**src/rtl/lfsr_rng_arbiter_pkg.sv**
```systemverilog
// lfsr_rng_pkg: shared constants and types for the LFSR random-source arbiter.
//   LFSR_W       : width of the random word / LFSR state
//   DEFAULT_SEED : power-on seed, also used whenever a zero seed is offered
//   LFSR_TAPS    : feedback tap mask (bits 27,23,19,18,15,11,7,4,1)
//   CNT_W        : width of the warm-up counter (covers 0..255)
//   lfsr_next()  : one Fibonacci step, shift left with XOR feedback into bit 0
//   fsm_state_e  : WARMUP / SERVE
package lfsr_rng_pkg;

    localparam int LFSR_W = 32;
    localparam int CNT_W  = 8;

    localparam logic [LFSR_W-1:0] DEFAULT_SEED = 32'h00BC3328;

    // One bit set per tap position: 27,23,19,18,15,11,7,4,1.
    localparam logic [LFSR_W-1:0] LFSR_TAPS = 32'h088C8892;

    typedef enum logic {
        WARMUP = 1'b0,
        SERVE  = 1'b1
    } fsm_state_e;

    function automatic logic [LFSR_W-1:0] lfsr_next(input logic [LFSR_W-1:0] s);
        return {s[LFSR_W-2:0], ^(s & LFSR_TAPS)};
    endfunction

endpackage

```
**src/rtl/lfsr_rng_arbiter_if.sv**
```systemverilog
// lfsr_rng_arbiter_if: consumer-side bundle of the shared random source.
//   req_i        : per-requester request level
//   ack_o        : one-hot grant pulse, one cycle wide
//   rand_o       : random word, valid in the cycle ack_o is high
//   seed_valid_i : single-cycle reseed strobe
//   seed_i       : reseed value
//   ready_o      : high while the source is serving (not warming up)
//
// Handshake: a requester raises req_i[k] and holds it until it sees
// ack_o[k]; that cycle rand_o carries its word. It may then drop req_i[k]
// or keep it high to ask for another word. A word is consumed exactly
// when ack_o[k] is high; there is no back-pressure on the ack side.
interface lfsr_rng_arbiter_if #(
    parameter int NUM_REQ = 4
);
    import lfsr_rng_pkg::*;

    logic [NUM_REQ-1:0] req_i;
    logic [NUM_REQ-1:0] ack_o;
    logic [LFSR_W-1:0]  rand_o;
    logic               seed_valid_i;
    logic [LFSR_W-1:0]  seed_i;
    logic               ready_o;

    modport master (
        output req_i,
        output seed_valid_i,
        output seed_i,
        input  ack_o,
        input  rand_o,
        input  ready_o
    );

    modport slave (
        input  req_i,
        input  seed_valid_i,
        input  seed_i,
        output ack_o,
        output rand_o,
        output ready_o
    );

endinterface

```
**src/rtl/lfsr_rng_arbiter_rr_arbiter.sv**
```systemverilog
// rr_arbiter: combinational round-robin pick.
//   eligible_i   : requesters that may be granted this cycle
//   last_grant_i : index of the previous winner; the search starts one past it
//   grant_o      : one-hot winner (all zero when nothing is eligible)
//   any_grant_o  : high when grant_o has a bit set
module rr_arbiter #(
    parameter int N     = 4,
    parameter int IDX_W = (N > 1) ? $clog2(N) : 1
) (
    input  logic [N-1:0]     eligible_i,
    input  logic [IDX_W-1:0] last_grant_i,
    output logic [N-1:0]     grant_o,
    output logic             any_grant_o
);

    logic [IDX_W-1:0] idx;
    logic             found;

    always_comb begin
        grant_o = '0;
        found   = 1'b0;
        idx     = '0;
        for (int i = 0; i < N; i++) begin
            idx = IDX_W'((int'(last_grant_i) + 1 + i) % N);
            if (!found && eligible_i[idx]) begin
                grant_o[idx] = 1'b1;
                found        = 1'b1;
            end
        end
    end

    assign any_grant_o = |eligible_i;

endmodule

```
**src/rtl/lfsr_rng_arbiter.sv**
```systemverilog
// lfsr_rng_arbiter: one 32-bit Fibonacci LFSR shared by NUM_REQ consumers.
// Each grant hands out the current LFSR state and steps it, so every
// delivered word is unique. After reset or a reseed the LFSR is stepped
// WARMUP_CYCLES times before any grant is issued.
//   clk_i       : clock
//   reset_i     : asynchronous, active-high reset
//   bus         : slave side of lfsr_rng_arbiter_if (req/ack/rand/seed/ready)
//   dbg_state_o : current FSM state, for observation only
module lfsr_rng_arbiter
    import lfsr_rng_pkg::*;
#(
    parameter int                NUM_REQ       = 4,
    parameter int                WARMUP_CYCLES = 32,
    parameter logic [LFSR_W-1:0] SEED          = DEFAULT_SEED
) (
    input  logic                     clk_i,
    input  logic                     reset_i,
    lfsr_rng_arbiter_if.slave        bus,
    output fsm_state_e               dbg_state_o
);

    localparam int               IDX_W        = $clog2(NUM_REQ);
    localparam logic [CNT_W-1:0] WARMUP_LIMIT = CNT_W'(WARMUP_CYCLES);

    fsm_state_e          state_q, state_d;
    logic [LFSR_W-1:0]   lfsr_q, lfsr_d;
    logic [LFSR_W-1:0]   rand_q, rand_d;
    logic [CNT_W-1:0]    cnt_q, cnt_d;
    logic [NUM_REQ-1:0]  ack_q, ack_d;
    logic [IDX_W-1:0]    last_q, last_d;

    logic [NUM_REQ-1:0]  eligible;
    logic [NUM_REQ-1:0]  winner;
    logic                any_grant;
    logic [IDX_W-1:0]    winner_idx;
    logic [LFSR_W-1:0]   lfsr_raw_next;
    logic [LFSR_W-1:0]   lfsr_stepped;
    logic [LFSR_W-1:0]   seed_load;

    // The requester acked last cycle is masked so a held request cannot
    // be granted twice in a row before it has seen its ack.
    assign eligible = bus.req_i & ~ack_q;

    rr_arbiter #(
        .N     (NUM_REQ),
        .IDX_W (IDX_W)
    ) u_rr_arbiter (
        .eligible_i   (eligible),
        .last_grant_i (last_q),
        .grant_o      (winner),
        .any_grant_o  (any_grant)
    );

    always_comb begin
        winner_idx = '0;
        for (int i = 0; i < NUM_REQ; i++) begin
            if (winner[i]) begin
                winner_idx = IDX_W'(i);
            end
        end
    end

    // The tap set does not include bit 31, so the step is not a bijection:
    // 0x80000000 would map to zero. Falling back to SEED keeps the state
    // away from the all-zero lock-up value.
    assign lfsr_raw_next = lfsr_next(lfsr_q);
    assign lfsr_stepped  = (lfsr_raw_next == '0) ? SEED : lfsr_raw_next;
    assign seed_load     = (bus.seed_i == '0) ? SEED : bus.seed_i;

    always_comb begin
        state_d = state_q;
        lfsr_d  = lfsr_q;
        rand_d  = rand_q;
        cnt_d   = cnt_q;
        ack_d   = '0;
        last_d  = last_q;

        if (bus.seed_valid_i) begin
            // Reseed wins over any grant arbitrated this cycle; that
            // requester keeps its request up and is served after warm-up.
            lfsr_d  = seed_load;
            cnt_d   = '0;
            state_d = WARMUP;
        end else begin
            unique case (state_q)
                WARMUP: begin
                    if (cnt_q < WARMUP_LIMIT) begin
                        lfsr_d = lfsr_stepped;
                        cnt_d  = cnt_q + CNT_W'(1);
                    end else begin
                        state_d = SERVE;
                    end
                end
                SERVE: begin
                    if (any_grant) begin
                        ack_d  = winner;
                        rand_d = lfsr_q;
                        lfsr_d = lfsr_stepped;
                        last_d = winner_idx;
                    end
                end
                default: begin
                    state_d = WARMUP;
                end
            endcase
        end
    end

    always_ff @(posedge clk_i or posedge reset_i) begin
        if (reset_i) begin
            state_q <= WARMUP;
            lfsr_q  <= SEED;
            rand_q  <= '0;
            cnt_q   <= '0;
            ack_q   <= '0;
            last_q  <= IDX_W'(NUM_REQ - 1);
        end else begin
            state_q <= state_d;
            lfsr_q  <= lfsr_d;
            rand_q  <= rand_d;
            cnt_q   <= cnt_d;
            ack_q   <= ack_d;
            last_q  <= last_d;
        end
    end

    assign bus.ack_o   = ack_q;
    assign bus.rand_o  = rand_q;
    assign bus.ready_o = (state_q == SERVE);
    assign dbg_state_o = state_q;

endmodule

```
**src/flat_wrapper.sv**
```systemverilog
// flat-port wrapper written by rule: the top's interface ports become plain ports
module lfsr_rng_arbiter_flat import lfsr_rng_pkg::*;
#(
    parameter int                NUM_REQ       = 4,
    parameter int                WARMUP_CYCLES = 32,
    parameter logic [LFSR_W-1:0] SEED          = DEFAULT_SEED
)
  (clk_i, reset_i, dbg_state_o, bus_req_i, bus_seed_valid_i, bus_seed_i, bus_ack_o, bus_rand_o, bus_ready_o);
  lfsr_rng_arbiter_if #(.NUM_REQ(NUM_REQ)) bus_i ();
  input  logic clk_i;
  input  logic reset_i;
  output fsm_state_e dbg_state_o;
  input wire logic [$bits(bus_i.req_i)-1:0] bus_req_i;
  input wire logic [$bits(bus_i.seed_valid_i)-1:0] bus_seed_valid_i;
  input wire logic [$bits(bus_i.seed_i)-1:0] bus_seed_i;
  output wire logic [$bits(bus_i.ack_o)-1:0] bus_ack_o;
  output wire logic [$bits(bus_i.rand_o)-1:0] bus_rand_o;
  output wire logic [$bits(bus_i.ready_o)-1:0] bus_ready_o;
  assign bus_i.req_i = bus_req_i;
  assign bus_i.seed_valid_i = bus_seed_valid_i;
  assign bus_i.seed_i = bus_seed_i;
  assign bus_ack_o = bus_i.ack_o;
  assign bus_rand_o = bus_i.rand_o;
  assign bus_ready_o = bus_i.ready_o;
  lfsr_rng_arbiter #(.NUM_REQ(NUM_REQ), .WARMUP_CYCLES(WARMUP_CYCLES), .SEED(SEED)) u_core (.clk_i(clk_i), .reset_i(reset_i), .bus(bus_i), .dbg_state_o(dbg_state_o));
endmodule
```
**config.mk**
```make
export PLATFORM = sky130hd
export DESIGN_NAME = lfsr_rng_arbiter_flat
export DESIGN_NICKNAME = d
export VERILOG_FILES = /design/src/rtl/lfsr_rng_arbiter_pkg.sv /design/src/rtl/lfsr_rng_arbiter_if.sv /design/src/rtl/lfsr_rng_arbiter_rr_arbiter.sv /design/src/rtl/lfsr_rng_arbiter.sv /design/src/flat_wrapper.sv
export SDC_FILE = /design/constraint.sdc
export NUM_CORES = 1
export LEC_CHECK = 0
export BUFFER_PORTS_ARGS = -buffer_cell sky130_fd_sc_hd__clkbuf_2
export CORE_ASPECT_RATIO = 1.5
export CORE_MARGIN = 3
export CORE_UTILIZATION = 39
export CTS_CLUSTER_DIAMETER = 30
export DETAILED_ROUTE_END_ITERATION = 8
export GPL_TIMING_DRIVEN = 0
export PLACE_DENSITY = 0.6
export SLEW_MARGIN = 20
export SYNTH_ARGS = -nofsm -noshare
export SYNTH_HDL_FRONTEND = slang
export SYNTH_SLANG_ARGS = --single-unit
```
**constraint.sdc**
```tcl
create_clock -name clk_i -period 3.4 [get_ports clk_i]
set_clock_uncertainty 0.1 [all_clocks]
set_input_delay 0.68 -clock clk_i [delete_from_list [all_inputs] [get_ports clk_i]]
set_output_delay 0.68 -clock clk_i [all_outputs]
set_load 0.01 [all_outputs]
```
# Word-level counts from Yosys, hierarchy flattened
# Index checks and enable logic that the tools add are counted.
[word_totals] regBits=79 inputBits=39 out_inout_bits=38 word_cells=89
[classes] n_addsub=5 n_lt_le_gt_ge=9 n_eq_ne=3 mux=41 bitwise_logic=7 reduce_logical=18
[ops] cell="$mux 32" n=5
[ops] cell="$logic_not 32->1" n=2
[ops] cell="$pmux 32 s2" n=1
[ops] cell="$reduce_xor 32->1" n=1
[ops] cell="$mux 4" n=7
[ops] cell="$mux 8" n=3
[ops] cell="$mux 1" n=15
[ops] cell="$lt 2x3->1 const B" n=4
[ops] cell="$or 4x4->4" n=3
[ops] cell="$add 8x1->8 const B" n=1
[ops] cell="$bmux 1 s2" n=4
[ops] cell="$demux 1 s2" n=4
[ops] cell="$ge 2x1->1 const B" n=4
[ops] cell="$lt 8x6->1 const B" n=1
[ops] cell="$logic_and 1x1->1" n=7
[ops] cell="$add 2x1->2 const B" n=2
[ops] cell="$add 2x2->2 const B" n=2
[ops] cell="$and 4x4->4" n=1
[ops] cell="$mux 2" n=2
[ops] cell="$not 4->4" n=1
[ops] cell="$reduce_and 2->1" n=2
[ops] cell="$reduce_or 4->1" n=1
[ops] cell="$logic_not 1->1" n=3
[ops] cell="$ne 3x2->1 const B" n=1
[ops] cell="other kinds (5)" n=6

# Logic depth before layout (Yosys ltp)
[depth] ltp_word=17 ltp_mapped=10 depth_no_buf=8

# Hierarchy
# A second synthesis with hierarchy kept.
[hier_totals] hier_cells=387 hier_area_um2=4224.1
[by_module_without_submodules] module="lfsr_rng_arbiter" n_inst=1 cells_per_inst=347 area_each_um2=3848.7 seq_area_each_um2=1993.2
[by_module_without_submodules] module="rr_arbiter" n_inst=1 cells_per_inst=40 area_each_um2=375.4 seq_area_each_um2=0.0

# Worst setup path after synthesis
# OpenSTA, ideal clock, no wires.
[synth_timing] kind="reg-to-reg" from="register u_core.last_q[0]" to="register u_core.last_q[0]" setup_ps=77 arrival_ps=2775 t_required_ps=3223 path_slack_ps=448 path_stages_with_launch=11 path_buffers=2 synth_period_minus_slack_ps=2952 cell_sequence="dfstp_2 -> buf_6 -> inv_1 -> ha_1 -> and4b_1 -> or4_1 -> buf_6 -> nor4b_4 -> a22oi_1 -> a21bo_1 -> a31oi_1"
[synth_between] elab_chain_cells=16 word_cells_on_any_way=51 cone_classes="add/sub (4); order compare (8); mux (26); bitwise (3); reduce/logical (10)"
[synth_rtl] item="start: declaration" line_no="lfsr_rng_arbiter.sv:30" text="logic [IDX_W-1:0] last_q, last_d;"
[synth_rtl] item="start signal: assignment" line_no="lfsr_rng_arbiter.sv:116" text="last_q <= IDX_W'(NUM_REQ - 1);"
[synth_rtl] item="start signal: assignment" line_no="lfsr_rng_arbiter.sv:123" text="last_q <= last_d;"
[synth_rtl] item="$add 2x1->2 *" line_no="lfsr_rng_arbiter_rr_arbiter.sv:24" text="idx = IDX_W'((int'(last_grant_i) + 1 + i) % N);"
[synth_rtl] item="branches (longest 11 deep; another with $lt 2x3->1)"
[synth_rtl] item="$mux 4 *" line_no="lfsr_rng_arbiter_rr_arbiter.sv:25" text="if (!found && eligible_i[idx]) begin"
[synth_rtl] item="$mux 1" line_no="lfsr_rng_arbiter.sv:57" text="if (winner[i]) begin"
[synth_rtl] item="$mux 2" line_no="lfsr_rng_arbiter.sv:57"
[synth_rtl] item="$mux 2 *" line_no="lfsr_rng_arbiter.sv:57"
# Every way passes the cells marked *. The select of a mux whose other input is x is not followed.
# A chain may end at the register's enable or synchronous reset.

# Final worst setup path
# Ends and elaborated chain as after synthesis.

==> results.cfg <==
[floorplan]
die_w_um = 87.5
io_pins = 77
initial_utilization_pct = 40.1
core.rowCount = 44
dieArea_um2 = 11200
fp.coreArea_um2 = 9690
die_height_um = 128

[placement]
hpwl_mm = 7.37
io_buffers = 75
place_ws_ps = 192
gp_congestion = 0.850
postPlaceCellArea_um2 = 4440

[critical_path]
startpoint = u_core.last_q[0]
worstPathRequired_ps = 3540
arrival_ps = 3350
slowest_delay_ps = 580
cp_num_buf_inv = 3
path_class = reg2reg
critPathSlowestCell = dfstp_2
path_depth = 10
start_kind = flip-flop
rr_startpoint = u_core.last_q[0]
cp_max_fo = 9
path_cells = buf_6, inv_1, ha_4, and4b_1, or4_1, buf_6, nor4b_4, a22oi_1, a21bo_1, a31oi_1
cp-end-kind = flip-flop
cpMostUsedCell = buf_6
reg2regPathDepth = 10
critPathCapture = u_core.last_q[0]
path_delay_family = simple AND/OR/NAND/NOR gates
timing.rr.end = u_core.last_q[0]
reg2reg_slack_ps = 190

[route]
drt-pass1-iter-count = 5
antenna_left = 0
num_vias = 3074
vias_per_cell = 5.40
drt_first_iter_violations = 171
drc = 0
wirelength_mm = 9.86
wire_per_inst_um = 17.3

[logic_synthesis]
yosysTopAreaCell = dfrtp_1
syn_area_per_cell_um2 = 10.7
synth_area_leaders = dfrtp_1 42%, mux2_2 9.3%, dfstp_2 8.8%, a21oi_1 7.1%, nor2_1 4.5%
netlist_instances = 362
ys_seq_area_share_pct = 51.3
ys_types = 42
ys_warn_count = 0
netlist_top_cells_count = 66 x dfrtp_1, 55 x a21oi_1, 47 x nor2_1
yosysMostFrequentCell = dfrtp_1
ys.flop_type = dfrtp_1
syn_area_um2 = 3890
async_reset_ff_share_pct = 100
synth_nets = 410
synth_top_cell_area_share_pct = 42.5
ys_ff_latch = 79
synth_edf_count = 0

[run_status]
outcome = finished, final reports clean

[cts]
clock_path_buffers = 2
clock_sinks = 79
clkLatencyLatePin_ps = 330
cts_tree = done
htreeDepth = 3
cts_root_buffer = clkbuf_16
clk_pin_slew_ps = 60
cts_buffers = 9

[final_layout]
fillerInstances = 910
multi_input_area_um2 = 1810
layout.area.seq_um2 = 1990
syn_to_final_growth_pct = 22.0
drive_gt1_share_pct = 33.0
antenna_cells = 0
fin_nets = 497
fin_area_um2 = 4750

[worst_hold_path]
min_path_type = in2async

[global_route]
grt_pass1_wl_mm = 16.0
grtUsageTotal_pct = 18.3
grt_remaining_overflow = 0
antenna_found_initial = 0
grt_pass1_vias = 3186
grt_max_degree = 49

[power]
p_leak_nw = 2.17
power_density_nw_per_um2 = 576
ir_drop_mv = 0.382
finalPower_mw = 2.73

[timing]
period_needed_ps = 3210
final_max_slew_viol_count = 0
rsz0062_at_grt = false
worst_pin_slew_ps = 711
finalHoldViolCount = 0
maxSlewHeadroom_pct = 52.4
hold_slack_ps = 249
setup_ws_ps = 192
fmax_mhz = 312
final-setup-viol-count = 0
tns_ps = 0
period_share_pct = 94.3

[job]
drv_cap = 0
[flip-flops by register name (all words and copies together), names as in the netlist]
signal	count
u_core.last_q	2
u_core.lfsr_q	32
u_core.bus.ready_o	1
u_core.bus.ack_o	4
u_core.bus.rand_o	32
u_core.cnt_q	8
[report_power, final]
part / switching (mW) / leakage (nW) / internal (mW) / total [mW]
Sequential: 0.0995 / 0.980 / 1.07 / 1.17
Clock: 0.361 / 0.136 / 0.532 / 0.893
Combinational: 0.336 / 1.06 / 0.328 / 0.664
Total: 0.797 / 2.17 / 1.93 / 2.73
[per-stage QoR]
step	instances	utilization (%)
finish	569	49.0
floorplan	362	-
detailed placement	553	45.8
global placement	552	45.5
CTS	569	48.7
global route	569	49.0
[kinds of logic after synthesis]
kind of cell	after synthesis	share of synthesized area (%)
AND/OR/NAND/NOR	118	16.4
AO/OA/AOI/OAI	81	11.8
multiplexers	37	11.9
adder cells (fa/ha/maj)	9	2.90
buffers and inverters	26	2.99
XOR/XNOR	12	2.70
flip-flops	79	51.3
[placed cells by master (no fill, tap or decap), types with 3 or more instances in the layout]
master     instances
a21oi_1           55
a31oi_1            3
clkbuf_1          19
clkbuf_16          9
clkbuf_2          75
dfrtp_1           66
dfstp_2           13
ha_1               8
inv_1              5
mux2_2            32
mux4_2             3
nand2_1            6
nand2b_1           4
nand4_1            6
nor2_1            47
nor2b_1           26
nor3_1             3
nor4_1            15
o22ai_1           11
xnor2_1            8
xor2_1             4
[worst min path at each step]
stage,end,cells past startpoint,slack [ps]
global route,u_core.lfsr_q[10],2,280
detailed placement,u_core.bus.rand_o[5],1,390
global placement,u_core.cnt_q[7],1,380
floorplan,u_core.cnt_q[7],1,360
CTS,u_core.bus.rand_o[9],2,260
finish,u_core.bus.rand_o[9],2,250
[what timing repair did]
item,CTS,global route
setup endpoints to repair,0,1
gates resized for setup,0,3
buffers inserted,0,0
hold buffers,0,0
[cell type report]
cell class | count | area share (%)
Buffer | 20 | 1.98
Clock inverter | 3 | 0.369
Clock buffer | 13 | 5.48
Tap cell | 115 | 3.03
Timing Repair Buffer | 76 | 8.49
Multi-Input combinational cell | 257 | 38.1
Inverter | 6 | 0.527
Sequential cell | 79 | 42.0
[worst register-to-register path, delay by kind of cell, from the launching register on]
family                   cells  cell delay [ps]
buffers and inverters        3              460
AND/OR/NAND/NOR              3             1120
AO/OA/AOI/OAI                3              570
flip-flops                   1              580
adder cells (fa/ha/maj)      1              310
[layer usage]
| metal | share of wire, % | wire length, um | track usage, % |
|---|---|---|---|
| met5 | 0 | 0 | 0 |
| met3 | 4.4 | 431 | 3.22 |
| met1 | 41 | 4080 | 22.6 |
| met4 | 1.2 | 120 | 7.59 |
| met2 | 53 | 5220 | 30.9 |
No activity file was read; power rests on OpenSTA's default activity.
